`src/rtl/seg_scan_capture.sv`:
```
// seg_scan_capture: receive-side monitor for a multiplexed 3-digit 7-segment bus.
// It waits until the segment and anode bus pattern has been stable for a set number
// of clocks (one dwell), decodes the lit glyph into a hex digit, and holds the three
// recovered digits. It also flags illegal bus states and digits that have gone stale.
// Ports:
//   clocksource  in   system clock, rising edge
//   reset        in   synchronous active-high reset
//   seg[6:0]     in   segment bus, seg[0]=a .. seg[6]=g
//   an[2:0]      in   active-low anode selects, an[i]=0 selects digit i
//   x0/x1/x2     out  last digit captured for anode 0/1/2
//   digit_valid  out  per-digit valid, cleared on timeout
//   frame_done   out  pulse when all three digits have been captured since the last pulse
//   seg_err      out  pulse: stable pattern under a single anode is not a hex glyph
//   an_err       out  pulse: stable anode value has more than one bit low
module seg_scan_capture #(
  parameter int unsigned STABLE_CYCLES  = 4,
  parameter int unsigned TIMEOUT        = 65536,
  parameter bit          SEG_ACTIVE_LOW = 1'b0
) (
  input  logic       clocksource,
  input  logic       reset,
  input  logic [6:0] seg,
  input  logic [2:0] an,
  output logic [3:0] x0,
  output logic [3:0] x1,
  output logic [3:0] x2,
  output logic [2:0] digit_valid,
  output logic       frame_done,
  output logic       seg_err,
  output logic       an_err
);

  localparam int unsigned SW = $clog2(STABLE_CYCLES + 1);
  localparam int unsigned TW = $clog2(TIMEOUT);
  localparam logic [SW-1:0] STAB_MAX  = SW'(STABLE_CYCLES);
  localparam logic [SW-1:0] STAB_EVAL = SW'(STABLE_CYCLES - 1);
  localparam logic [TW-1:0] TO_MAX    = TW'(TIMEOUT - 1);

  typedef enum logic [1:0] {ST_WAIT, ST_EVAL, ST_HELD} state_t;

  state_t        r_state;
  logic [9:0]    r_sample;
  logic [SW-1:0] r_stab_cnt;
  logic [2:0]    r_mask;
  logic [TW-1:0] r_to_cnt [3];
  logic [3:0]    r_x [3];
  logic [2:0]    r_valid;
  logic          r_frame;
  logic          r_seg_err;
  logic          r_an_err;

  state_t        w_state_nxt;
  logic [9:0]    w_bus;
  logic          w_match;
  logic [SW-1:0] w_stab_nxt;
  logic [6:0]    w_lit;
  logic [3:0]    w_digit;
  logic          w_glyph_ok;
  logic [2:0]    w_an_sel;
  logic          w_an_one;
  logic          w_an_multi;
  logic [2:0]    w_cap;
  logic          w_seg_err;
  logic          w_an_err;
  logic [2:0]    w_mask_new;
  logic [TW-1:0] w_to_nxt [3];

  // Stability tracking against last clock's sample
  assign w_bus      = {an, seg};
  assign w_match    = (w_bus == r_sample);
  assign w_stab_nxt = !w_match ? '0 :
                      (r_stab_cnt == STAB_MAX) ? r_stab_cnt : r_stab_cnt + SW'(1);

  // Anode classification: one-hot-low selects a digit, two or more low is illegal
  assign w_an_sel   = ~an;
  assign w_an_one   = (w_an_sel == 3'b001) || (w_an_sel == 3'b010) || (w_an_sel == 3'b100);
  assign w_an_multi = (w_an_sel == 3'b011) || (w_an_sel == 3'b101) ||
                      (w_an_sel == 3'b110) || (w_an_sel == 3'b111);

  // Glyph decode (gfedcba)
  always_comb begin
    w_lit      = SEG_ACTIVE_LOW ? ~seg : seg;
    w_glyph_ok = 1'b1;
    w_digit    = 4'h0;
    case (w_lit)
      7'h3F: w_digit = 4'h0;
      7'h06: w_digit = 4'h1;
      7'h5B: w_digit = 4'h2;
      7'h4F: w_digit = 4'h3;
      7'h66: w_digit = 4'h4;
      7'h6D: w_digit = 4'h5;
      7'h7D: w_digit = 4'h6;
      7'h07: w_digit = 4'h7;
      7'h7F: w_digit = 4'h8;
      7'h6F: w_digit = 4'h9;
      7'h77: w_digit = 4'hA;
      7'h7C: w_digit = 4'hB;
      7'h39: w_digit = 4'hC;
      7'h5E: w_digit = 4'hD;
      7'h79: w_digit = 4'hE;
      7'h71: w_digit = 4'hF;
      default: w_glyph_ok = 1'b0;
    endcase
  end

  // FSM next state and the single per-dwell action, taken on the edge entering EVAL
  always_comb begin
    w_state_nxt = r_state;
    w_cap       = 3'b000;
    w_seg_err   = 1'b0;
    w_an_err    = 1'b0;
    if (!w_match) begin
      w_state_nxt = ST_WAIT;
    end else begin
      case (r_state)
        ST_WAIT: if (w_stab_nxt == STAB_EVAL) w_state_nxt = ST_EVAL;
        ST_EVAL: w_state_nxt = ST_HELD;
        default: w_state_nxt = ST_HELD;
      endcase
    end
    if (w_state_nxt == ST_EVAL) begin
      if (w_an_one) begin
        if (w_glyph_ok) w_cap = w_an_sel;
        else            w_seg_err = 1'b1;
      end else if (w_an_multi) begin
        w_an_err = 1'b1;
      end
    end
  end

  assign w_mask_new = r_mask | w_cap;

  always_comb begin
    for (int i = 0; i < 3; i++) begin
      w_to_nxt[i] = (r_to_cnt[i] == TO_MAX) ? r_to_cnt[i] : r_to_cnt[i] + TW'(1);
    end
  end

  always_ff @(posedge clocksource) begin
    if (reset) begin
      r_state    <= ST_WAIT;
      r_sample   <= '0;
      r_stab_cnt <= '0;
      r_mask     <= '0;
      r_valid    <= '0;
      r_frame    <= 1'b0;
      r_seg_err  <= 1'b0;
      r_an_err   <= 1'b0;
      for (int i = 0; i < 3; i++) begin
        r_to_cnt[i] <= '0;
        r_x[i]      <= '0;
      end
    end else begin
      r_state    <= w_state_nxt;
      r_sample   <= w_bus;
      r_stab_cnt <= w_stab_nxt;
      r_seg_err  <= w_seg_err;
      r_an_err   <= w_an_err;
      // Frame completes on the capture that fills the mask; that capture also clears it
      if (w_mask_new == 3'b111) begin
        r_mask  <= 3'b000;
        r_frame <= 1'b1;
      end else begin
        r_mask  <= w_mask_new;
        r_frame <= 1'b0;
      end
      // A capture beats a timeout landing on the same clock
      for (int i = 0; i < 3; i++) begin
        if (w_cap[i]) begin
          r_x[i]      <= w_digit;
          r_valid[i]  <= 1'b1;
          r_to_cnt[i] <= '0;
        end else begin
          r_to_cnt[i] <= w_to_nxt[i];
          if (w_to_nxt[i] == TO_MAX) r_valid[i] <= 1'b0;
        end
      end
    end
  end

  assign x0          = r_x[0];
  assign x1          = r_x[1];
  assign x2          = r_x[2];
  assign digit_valid = r_valid;
  assign frame_done  = r_frame;
  assign seg_err     = r_seg_err;
  assign an_err      = r_an_err;

endmodule

```
`config.mk`:
```
export PLATFORM = sky130hd
export DESIGN_NAME = seg_scan_capture
export DESIGN_NICKNAME = d
export VERILOG_FILES = /design/src/rtl/seg_scan_capture.sv
export SDC_FILE = /design/constraint.sdc
export NUM_CORES = 1
export LEC_CHECK = 0
export CAP_MARGIN = 40
export CORE_MARGIN = 8
export CORE_UTILIZATION = 62
export CTS_BUF_LIST = sky130_fd_sc_hd__clkbuf_2 sky130_fd_sc_hd__clkbuf_4 sky130_fd_sc_hd__clkbuf_8
export CTS_CLUSTER_DIAMETER = 200
export DETAILED_ROUTE_END_ITERATION = 10
export GPL_ROUTABILITY_DRIVEN = 0
export HOLD_SLACK_MARGIN = 0.08
export PLACE_DENSITY = 0.9
export SLEW_MARGIN = 5
export SYNTH_ARGS = -nofsm -noshare
export SYNTH_HDL_FRONTEND = slang
export SYNTH_SLANG_ARGS = --single-unit
```
`constraint.sdc`:
```
create_clock -name clocksource -period 3.4 [get_ports clocksource]
set_input_delay 0.51 -clock clocksource [delete_from_list [all_inputs] [get_ports clocksource]]
set_output_delay 0.51 -clock clocksource [all_outputs]
set_load 0.01 [all_outputs]
```
==> metrics.md, run 1 <==
| Metric | Value |
|---|---|
| Final hold violations | 0 |
| Slew HR | 41.23% |
| DR vias | 3985 |
| Ys flop type | edfxtp_1 |
| CP arrival | 3.36 ns |
| ANT cells | 0 |
| Met3 Use GR | 3.481% |
| CTS tree | done |
| Cts repair resizes | 0 |
| Worst Path Required | 3.63 ns |
| Synth Register Bits | 84 |
| Synth top area share | 37.99% |
| Post-Syn Instances | 497 |
| Synth area leaders | edfxtp_1 (38%), dfxtp_1 (10%), nor2_1 (6.1%), xnor2_1 (4.2%), nand2_1 (2.7%) |
| Clk network pwr share | 36.8% |
| Final non-filler cell total | 672 |
| I/O Buffers | 29 |
| Layout cell share with drive strength beyond 1 | 6.316% |
| NetSw | 0.5487 mW |
| Total Routing Usage GR | 21.41% |
| Async S/R FF share, synth | 0% |
| Worst slew pin tran | 0.8809 ns |
| RSZ-0062 raised after global routing | no |
| Max Slew Vio Count | 0 |
| CP Max Fanout | 7 |
| GR Util met1 | 25.24% |
| R2R Setup Slk | 0.27 ns |
| Cell Area, Synth | 4742 um2 |
| Crit-path cells | ha_1 -> nand3_1 -> nor4_1 -> a31oi_1 -> a211o_1 -> or4_1 -> o31ai_2 -> a21oi_1 |
| Largest net degree at the start of global routing | 21 |
| Final setup violation count | 0 |
| Critical path type | register to register |
| WL/cell | 15.68 um |
| Most frequent cell after synthesis | nor2_1 |
| Post-CTS Setup Repair Bufs | 0 |
| EDFF count, synth | 60 |
| P_leak | 1.996 nW |
| Core area | 7567 um2 |
| Syn avg cell area | 9.541 um2 |
| YS warnings | 0 |
| Average vias per placed instance | 5.930 |
| Die height | 103.5 um |
| FP Rows | 32 |
| Number of buffers created by CTS | 9 |
| Worst-Skew Late Latency | 0.37 ns |
| Final min period | 3.127 ns |
| Final Routed Wirelength | 10540 um |
| First-pass GRT wire length | 17770 um |
| Crit path capture type | register |
| Die footprint | 10700 um2 |
| Area of the multi-input gates | 2476 um2 |
| Clock buffer depth | 2 |
| Initial Util | 62.67% |
| Grt met2 use | 37.18% |
| Root buffer cell | clkbuf_8 |
| Count of cell types in the netlist | 59 |
| Dpl cells | 656 |
| Number of global-route vias before repair | 3890 |
| Post-DP HPWL | 7619 um |
| Ports | 30 |
| Combinational power share | 10.1% |
| DR iter-0 viols | 207 |
| Register Area | 2282 um2 |
| Syn-to-layout area delta | 16.39% |
| GRT busiest layer | met2 |
| CP peak stage delay | 0.67 ns |
| H-tree Lvls | 3 |
| Nets | 582 |
| Synth area leader | edfxtp_1 |
| Power Dens Cells | 414.0 nW/um2 |
| Outcome | completed |
| Switching Fraction | 24.01% |
| MaxCap Viol Count | 0 |
| Pint | 1.736 mW |
| Fillers | 534 |
| Post-route setup TNS | 0 ns |
| DRT Pass-1 Iters | 6 |
| Sequential area share after synthesis | 48.13% |
| Hold Path Class | register to register |
| Die W | 103.5 um |
| CTS Hold Bufs | 0 |
| Total congestion overflow | 0 |
| Residual DRC | 0 |
| Antenna violations before repair | 0 |
| Antenna Violating Nets Remaining | 0 |
| F_max | 319.8 MHz |
| Synth cell count leaders | nor2_1 (77), edfxtp_1 (60), nand2_1 (34), dfxtp_1 (24), xnor2_1 (23) |
| Sequential share of power | 53.1% |
| Slowest stage cell on the critical path | nor4_1 |
| Worst VDD drop | 249.2 uV |
| Critical path startpoint category | register |
| Clk_skew | 0.009909 ns |
| Clock slew at reported path FFs | 0.08 ns |
| Final period util | 91.97% |
| CTS Sinks | 84 |
final timing paths:
path | from | endpoint | cells past startpoint
setup / recovery | r_to_cnt[2][0]$_SDFFCE_PN0P_ | digit_valid[2]$_SDFFE_PP0P_ | 8
hold / removal | r_state[0]$_SDFF_PP0_ | r_state[1]$_SDFF_PP0_ | 2
setup reg to reg | r_to_cnt[2][0]$_SDFFCE_PN0P_ | digit_valid[2]$_SDFFE_PP0P_ | 8
hold reg to reg | r_state[0]$_SDFF_PP0_ | r_state[1]$_SDFF_PP0_ | 2
cells by family after synthesis:
kind of cell | after synthesis | synth area share (%)
compound gates | 83 | 11.87
flops | 84 | 48.13
xor+xnor | 37 | 6.834
fa+ha+maj | 7 | 1.741
simple gates | 238 | 26.25
other cells | 1 | 0.07908
buf+inv | 39 | 3.377
mux | 8 | 1.715
critical path: cells and delay by family, from the launching register on:
kind | cells | cell delay, ns
flops | 1 | 0.51
fa+ha+maj | 1 | 0.29
compound gates | 4 | 0.84
simple gates | 3 | 1.35
power by group through the flow:
stage               clock network [mW]  logic [mW]  registers (mW)
floorplan                            0       0.159            1.22
global placement                     0       0.214            1.23
detailed placement                   0       0.223            1.24
CTS                              0.836       0.226            1.21
global route                     0.879       0.253            1.22
finish                           0.841       0.230            1.21
flip-flops by register name, indices dropped and copies added, names as in the netlist, 2 cells and up:
| register | count |
|---|---|
| digit_valid | 3 |
| r_mask | 3 |
| r_sample | 10 |
| r_stab_cnt | 3 |
| r_state | 2 |
| r_to_cnt | 48 |
| r_x | 12 |
cells in the final DEF, fill, tap and decap left out, types with 9 or more instances in the layout:
| master | count |
|---|---|
| clkbuf_8 | 11 |
| o21ai_0 | 15 |
| nor3_1 | 17 |
| nand3_1 | 19 |
| edfxtp_1 | 60 |
| nand2_1 | 34 |
| nor2_1 | 77 |
| clkdlybuf4s50_1 | 29 |
| xnor2_1 | 23 |
| nor2b_1 | 14 |
| xor2_1 | 14 |
| inv_1 | 11 |
| buf_4 | 9 |
| nand4_1 | 18 |
| dfxtp_1 | 24 |
| conb_1 | 48 |
| a21oi_1 | 15 |
| a31oi_1 | 12 |
stage by stage:
stage / power (mW) / util, % / instance area (um2) / hold WS (ns) / setup WS, ns
after floorplan: 1.378 / - / 4918 / 0.4365 / 0.6924
after global placement: 1.445 / 69.84 / 5285 / 0.4469 / 0.1503
after detailed placement: 1.459 / 69.84 / 5285 / 0.4635 / 0.04553
after CTS: 2.276 / 72.93 / 5519 / 0.4820 / 0.3447
after global routing: 2.356 / 72.93 / 5519 / 0.5151 / 0.08937
final: 2.285 / 72.93 / 5519 / 0.4827 / 0.2730
metal layers:
layer  vias up  routed length (um)
met5         -                   0
met4         0                 250
met3        32                 649
met2       164                5364
li1       1915                   -
met1      1874                4272
cell type report:
class / count / share of cell area, %
clock buffer: 14 / 3.151
clock inverter: 2 / 1.088
inverter: 11 / 0.7481
multi-input combinational: 421 / 44.87
sequential: 84 / 41.35
tap: 102 / 2.312
timing repair buffer: 38 / 6.484
No activity file was read; power rests on OpenSTA's default activity.
==> run 2: changes to the inputs <==
--- a/config.mk
+++ b/config.mk
@@ -13,7 +13,7 @@
 export DETAILED_ROUTE_END_ITERATION = 10
 export GPL_ROUTABILITY_DRIVEN = 0
 export HOLD_SLACK_MARGIN = 0.08
-export PLACE_DENSITY = 0.9
+export PLACE_DENSITY_LB_ADDON = 0.15
 export SLEW_MARGIN = 5
 export SYNTH_ARGS = -nofsm -noshare
 export SYNTH_HDL_FRONTEND = slang
==> metrics.md, run 2 (synthesized netlist as in run 1, its figures left out) <==
| Metric | Value |
|---|---|
| Max reg flops | 48 (unchanged) |
| Antenna Violating Nets Remaining | 0 (unchanged) |
| Core area | 7567 um2 (unchanged) |
| Outcome | completed |
| Largest Register | r_to_cnt |
| DRT Pass-1 Iters | 5 (-1) |
| RSZ-0062 raised after global routing | no |
| Root buffer cell | clkbuf_8 |
| CTS Hold Bufs | 0 (unchanged) |
| Sequential share of power | 54.6% (+1.5 points) |
| Hold Path Class | register to register |
| Post-route setup TNS | 0 ns (unchanged) |
| Post-CTS Setup Repair Bufs | 0 (unchanged) |
| Setup crit start | r_to_cnt[2][0]$_SDFFCE_PN0P_ |
| Combinational power share | 10.3% (+0.2 points) |
| Register Area | 2282 um2 (unchanged) |
| Initial Util | 62.67% (unchanged) |
| First-pass GRT wire length | 16490 um (-7.2%) |
| Average vias per placed instance | 5.799 (-2.2%) |
| Slowest stage cell on the critical path | nor4_1 |
| Power Dens Cells | 401.8 nW/um2 (-3.0%) |
| Max Slew Vio Count | 0 (unchanged) |
| Final min period | 3.045 ns (-0.08166 ns) |
| Layout cell share with drive strength beyond 1 | 6.632% (+0.32 points) |
| F_max | 328.4 MHz (+2.7%) |
| Dpl cells | 659 (+0.46%) |
| Final Routed Wirelength | 10030 um (-4.9%) |
| Switching Fraction | 24.80% (+0.79 points) |
| CP peak stage delay | 0.62 ns (-0.05 ns) |
| Crit-path cells | ha_1 -> nand3_1 -> nor4_1 -> a31oi_1 -> a211o_1 -> or4_1 -> o31ai_2 -> a21oi_1 |
| Post-DP HPWL | 7380 um (-3.1%) |
| Most common cell after layout, fill and taps aside | nor2_1 |
| Final hold violations | 0 (unchanged) |
| Cts repair resizes | 0 (unchanged) |
| Syn-to-layout area delta | 16.70% |
| Power Total | 2.223 mW (-2.7%) |
| Die footprint | 10700 um2 (unchanged) |
| Worst VDD drop | 274.9 uV (+10%) |
| DR vias | 3914 (-1.8%) |
| Pre-CTS WS | 0.08377 ns (+0.03824 ns) |
| FP Rows | 32 (unchanged) |
| DR iter-0 viols | 248 (+20%) |
| NetSw | 0.5514 mW (+0.49%) |
| Hold slack final | 0.5076 ns (+0.02493 ns) |
| I/O Buffers | 29 (unchanged) |
| Die height | 103.5 um (unchanged) |
| ANT cells | 0 (unchanged) |
| CP Max Fanout | 7 (unchanged) |
| H-tree Lvls | 3 (unchanged) |
| Antenna violations before repair | 0 (unchanged) |
| WL/cell | 14.85 um (-5.3%) |
| MaxCap Viol Count | 0 (unchanged) |
| Die W | 103.5 um (unchanged) |
| Number of global-route vias before repair | 3675 (-5.5%) |
| Final period util | 89.57% (-2.4 points) |
| Number of buffers created by CTS | 9 (unchanged) |
| Nets | 585 (+0.52%) |
| Pint | 1.672 mW (-3.7%) |
| P_leak | 2.009 nW (+0.62%) |
| Fillers | 569 (+6.6%) |
| Clk_skew | 0.01220 ns (+0.002293 ns) |
| CTS Sinks | 84 (unchanged) |
| Final setup violation count | 0 (unchanged) |
| Placed Area | 5320 um2 (+0.66%) |
| Crit path capture type | register |
| Critical path type | register to register |
| Worst slew pin tran | 0.8564 ns (-0.02456 ns) |
| Final core occ | 73.13% (+0.20 points) |
| Clock slew at reported path FFs | 0.09 ns (about the same) |
| PnR worst setup slack | 0.3546 ns (+0.08166 ns) |
| R2R Path Start | r_to_cnt[2][0]$_SDFFCE_PN0P_ |
| Slew HR | 42.87% (+1.6 points) |
| CTS tree | done |
| Commonest cells after routing, fill and taps aside | nor2_1 (77), edfxtp_1 (60), conb_1 (48) |
| CP arrival | 3.26 ns (-0.10 ns) |
| Clock buffer depth | 2 (unchanged) |
| Ports | 30 (unchanged) |
| Area of the multi-input gates | 2476 um2 (unchanged) |
| Critical path startpoint category | register |
| Total Routing Usage GR | 19.60% (-1.8 points) |
| HP Start | r_state[1]$_SDFF_PP0_ |
| Final Cell Area | 5534 um2 (+0.27%) |
| Largest net degree at the start of global routing | 21 (unchanged) |
| Worst Path Required | 3.62 ns (about the same) |
| Residual DRC | 0 (unchanged) |
| Final non-filler cell total | 675 (+0.45%) |
| Clk network pwr share | 35.1% (-1.7 points) |
| Total congestion overflow | 0 (unchanged) |
| Top Registers | r_to_cnt: 48 flops, r_x: 12 flops, r_sample: 10 flops |
| Worst-Skew Late Latency | 0.34 ns (-0.03 ns) |
-- run 2: worst max-delay path: cells and delay by family (launching register included) --
kind	cells	cell delay (ns)
AOI/OAI and AO/OA	4	0.84
adders and majority gates	1	0.29
DFF	1	0.50
and+or+nand+nor	3	1.30
-- run 2: layout make-up --
type	instances	share of cell area, %
Sequential cell	84	41.24
Multi-Input combinational cell	421	44.74
Clock inverter	7	1.628
Inverter	11	0.7461
Timing Repair Buffer	41	7.099
Tap cell	102	2.306
Clock buffer	9	2.238
-- run 2: worst paths after layout --
path                                       to  slack, ns  cells past startpoint
setup / recovery  digit_valid[2]$_SDFFE_PP0P_       0.35                      8
hold / removal          r_state[1]$_SDFF_PP0_       0.51                      2
setup reg to reg  digit_valid[2]$_SDFFE_PP0P_       0.35                      8
hold reg to reg         r_state[1]$_SDFF_PP0_       0.51                      2
-- run 2: power by group through the flow --
stage | logic, mW | registers [mW] | clock network (mW)
final | 0.230 | 1.21 | 0.780
after global routing | 0.255 | 1.22 | 0.831
after CTS | 0.228 | 1.21 | 0.787
after detailed placement | 0.227 | 1.24 | 0
after global placement | 0.219 | 1.23 | 0
after floorplan | 0.159 | 1.22 | 0
-- run 2: metal layers --
layer  track usage [%]  part of all wire [%]  up-vias
met5                 0                     0        -
met4             5.339                   1.3        0
met3             4.418                   5.7       11
met2             33.23                    48      122
met1             24.49                    45     1858
li1                  -                     -     1923
==> run 3: changes to the inputs <==
--- a/config.mk
+++ b/config.mk
@@ -14,6 +14,8 @@
 export GPL_ROUTABILITY_DRIVEN = 0
 export HOLD_SLACK_MARGIN = 0.08
 export PLACE_DENSITY_LB_ADDON = 0.15
+export SETUP_SLACK_MARGIN = 0.15
+export SKIP_LAST_GASP = 1
 export SLEW_MARGIN = 5
 export SYNTH_ARGS = -nofsm -noshare
 export SYNTH_HDL_FRONTEND = slang
==> metrics.md, run 3 (synthesized netlist as in run 1, its figures left out) <==
| Metric | Value |
|---|---|
| Outcome | completed |
| Critical path type | register to register |
| Reg2Reg Depth | 8 (unchanged) |
| Post-route setup TNS | 0 ns (unchanged) |
| Post-CTS Setup Repair Bufs | 0 (unchanged) |
| Core area | 7567 um2 (unchanged) |
| Worst slew pin tran | 0.8490 ns (-0.007306 ns) |
| Critical path startpoint category | register |
| Final non-filler cell total | 675 (unchanged) |
| Final core occ | 73.21% (+0.083 points) |
| Root buffer cell | clkbuf_8 |
| Final Routed Wirelength | 10050 um (+0.20%) |
| Commonest cells after routing, fill and taps aside | nor2_1 (77), edfxtp_1 (60), conb_1 (48) |
| Hold Path End | r_state[1]$_SDFF_PP0_ |
| FP Rows | 32 (unchanged) |
| Hold Path Class | register to register |
| Average vias per placed instance | 5.775 (-0.41%) |
| DR vias | 3898 (-0.41%) |
| Hold Path Depth | 2 (unchanged) |
| Nets | 585 (unchanged) |
| GR Util met1 | 24.49% (unchanged) |
| Met3 Use GR | 4.418% (unchanged) |
| Residual DRC | 0 (unchanged) |
| MaxCap Viol Count | 0 (unchanged) |
| H-tree Lvls | 3 (unchanged) |
| Post-DP HPWL | 7380 um (unchanged) |
| Syn-to-layout area delta | 16.83% |
| P_leak | 2.009 nW (about the same) |
| Worst VDD drop | 274.9 uV (about the same) |
| Final setup violation count | 0 (unchanged) |
| RSZ-0062 raised after global routing | no |
| I/O Buffers | 29 (unchanged) |
| CP arrival | 3.25 ns (about the same) |
| Final hold violations | 0 (unchanged) |
| Final Cell Area | 5540 um2 (+0.11%) |
| Clock slew at reported path FFs | 0.09 ns (about the same) |
| Power Total | 2.224 mW (about the same) |
| Max reg flops | 48 (unchanged) |
| Total congestion overflow | 0 (unchanged) |
| Final period util | 89.26% (-0.31 points) |
| HP Start | r_state[1]$_SDFF_PP0_ |
| Clk_skew | 0.01243 ns (+0.0002225 ns) |
| Clock buffer depth | 2 (unchanged) |
| DR iter-0 viols | 246 (-0.81%) |
| ANT cells | 0 (unchanged) |
| Layout cell share with drive strength beyond 1 | 6.806% (+0.17 points) |
| Die height | 103.5 um (unchanged) |
| Pre-CTS WS | 0.08377 ns (unchanged) |
| Placed Area | 5320 um2 (unchanged) |
| Most common cell after layout, fill and taps aside | nor2_1 |
| Ports | 30 (unchanged) |
| Worst-Skew Late Latency | 0.35 ns (about the same) |
| Worst Path Required | 3.62 ns (about the same) |
| Total Routing Usage GR | 19.60% (unchanged) |
| First-pass GRT wire length | 16490 um (unchanged) |
| DRT Pass-1 Iters | 5 (unchanged) |
| Die W | 103.5 um (unchanged) |
| Grt met2 use | 33.23% (unchanged) |
| R2R Path Start | r_to_cnt[2][0]$_SDFFCE_PN0P_ |
| Worst r2r dst | digit_valid[2]$_SDFFE_PP0P_ |
| Max Slew Vio Count | 0 (unchanged) |
| R2R Setup Slk | 0.37 ns (about the same) |
| Top Registers | r_to_cnt: 48 flops, r_x: 12 flops, r_sample: 10 flops |
| Number of global-route vias before repair | 3675 (unchanged) |
| PnR worst setup slack | 0.3651 ns (+0.01049 ns) |
| Initial Util | 62.67% (unchanged) |
| Largest net degree at the start of global routing | 21 (unchanged) |
| CTS Sinks | 84 (unchanged) |
| Antenna violations before repair | 0 (unchanged) |
| GRT busiest layer | met2 |
| Die footprint | 10700 um2 (unchanged) |
| CTS tree | done |
| Number of buffers created by CTS | 9 (unchanged) |
| Largest Register | r_to_cnt |
| WL/cell | 14.88 um (+0.20%) |
| Dpl cells | 659 (unchanged) |
| F_max | 329.5 MHz (+0.35%) |
| Power Dens Cells | 401.4 nW/um2 (about the same) |
| Slew HR | 43.36% (+0.49 points) |
| Final min period | 3.035 ns (-0.01049 ns) |
| CP Max Fanout | 7 (unchanged) |
| Antenna Violating Nets Remaining | 0 (unchanged) |
| Hold slack final | 0.5075 ns (-0.00003500 ns) |
| Crit path capture type | register |
[run 3: changes by cell type in the layout (fill, tap and decap cells not counted)]
cell and delta:
nor4_1 -1, nor4_2 +1
[run 3: where the power goes]
group | leakage, nW | internal, mW | switching, mW
Combinational | 1.09 | 0.106 | 0.125
Clock | 0.115 | 0.412 | 0.367
Sequential | 0.808 | 1.15 | 0.0599
Total | 2.01 | 1.67 | 0.552
[run 3: how the worst max path moves through the flow]
stage / start / end / slack, ns / depth (start not counted)
after global routing: r_to_cnt[2][0]$_SDFFCE_PN0P_ / digit_valid[2]$_SDFFE_PP0P_ / 0.20 / 8
after CTS: r_to_cnt[2][0]$_SDFFCE_PN0P_ / digit_valid[2]$_SDFFE_PP0P_ / 0.36 / 8
final: r_to_cnt[2][0]$_SDFFCE_PN0P_ / digit_valid[2]$_SDFFE_PP0P_ / 0.37 / 8
after detailed placement: seg[0] / r_to_cnt[1][2]$_SDFFCE_PN0P_ / 0.08 / 10
after global placement: seg[0] / r_to_cnt[2][11]$_SDFFCE_PN0P_ / 0.20 / 8
after floorplan: r_to_cnt[2][0]$_SDFFCE_PN0P_ / digit_valid[2]$_SDFFE_PP0P_ / 0.69 / 9
[run 3: what timing repair did]
| item | CTS | global route |
|---|---|---|
| hold buffers | 0 | 0 |
| resized for setup | 0 | 1 |
| setup endpoints to repair | 0 | 1 |
[run 3: area by class of cell]
| type | instances | area [um2] |
|---|---|---|
| Multi-Input combinational cell | 421 | 2482 |
| Inverter | 11 | 41.29 |
| Clock inverter | 7 | 90.09 |
| Tap cell | 102 | 127.6 |
| Timing Repair Buffer | 41 | 392.9 |
| Sequential cell | 84 | 2282 |
| Clock buffer | 9 | 123.9 |
| Fill cell | 569 | 2027 |
[run 3: layer usage]
layer / up-vias / part of all wire, % / routed length (um)
met4: 0 / 1.1 / 106
met5: - / 0 / 0
met3: 7 / 5.5 / 548
met2: 124 / 49 / 4928
met1: 1845 / 44 / 4462
li1: 1922 / - / -
[run 3: worst max-delay path: stages (launching register included)]
cell and delay, ns:
edfxtp_1 0.50, ha_1 0.29, nand3_1 0.25, nor3_1 0.28
mux2i_1 0.13, or4_1 0.55, or4_1 0.57, o31ai_2 0.23
a21oi_1 0.11
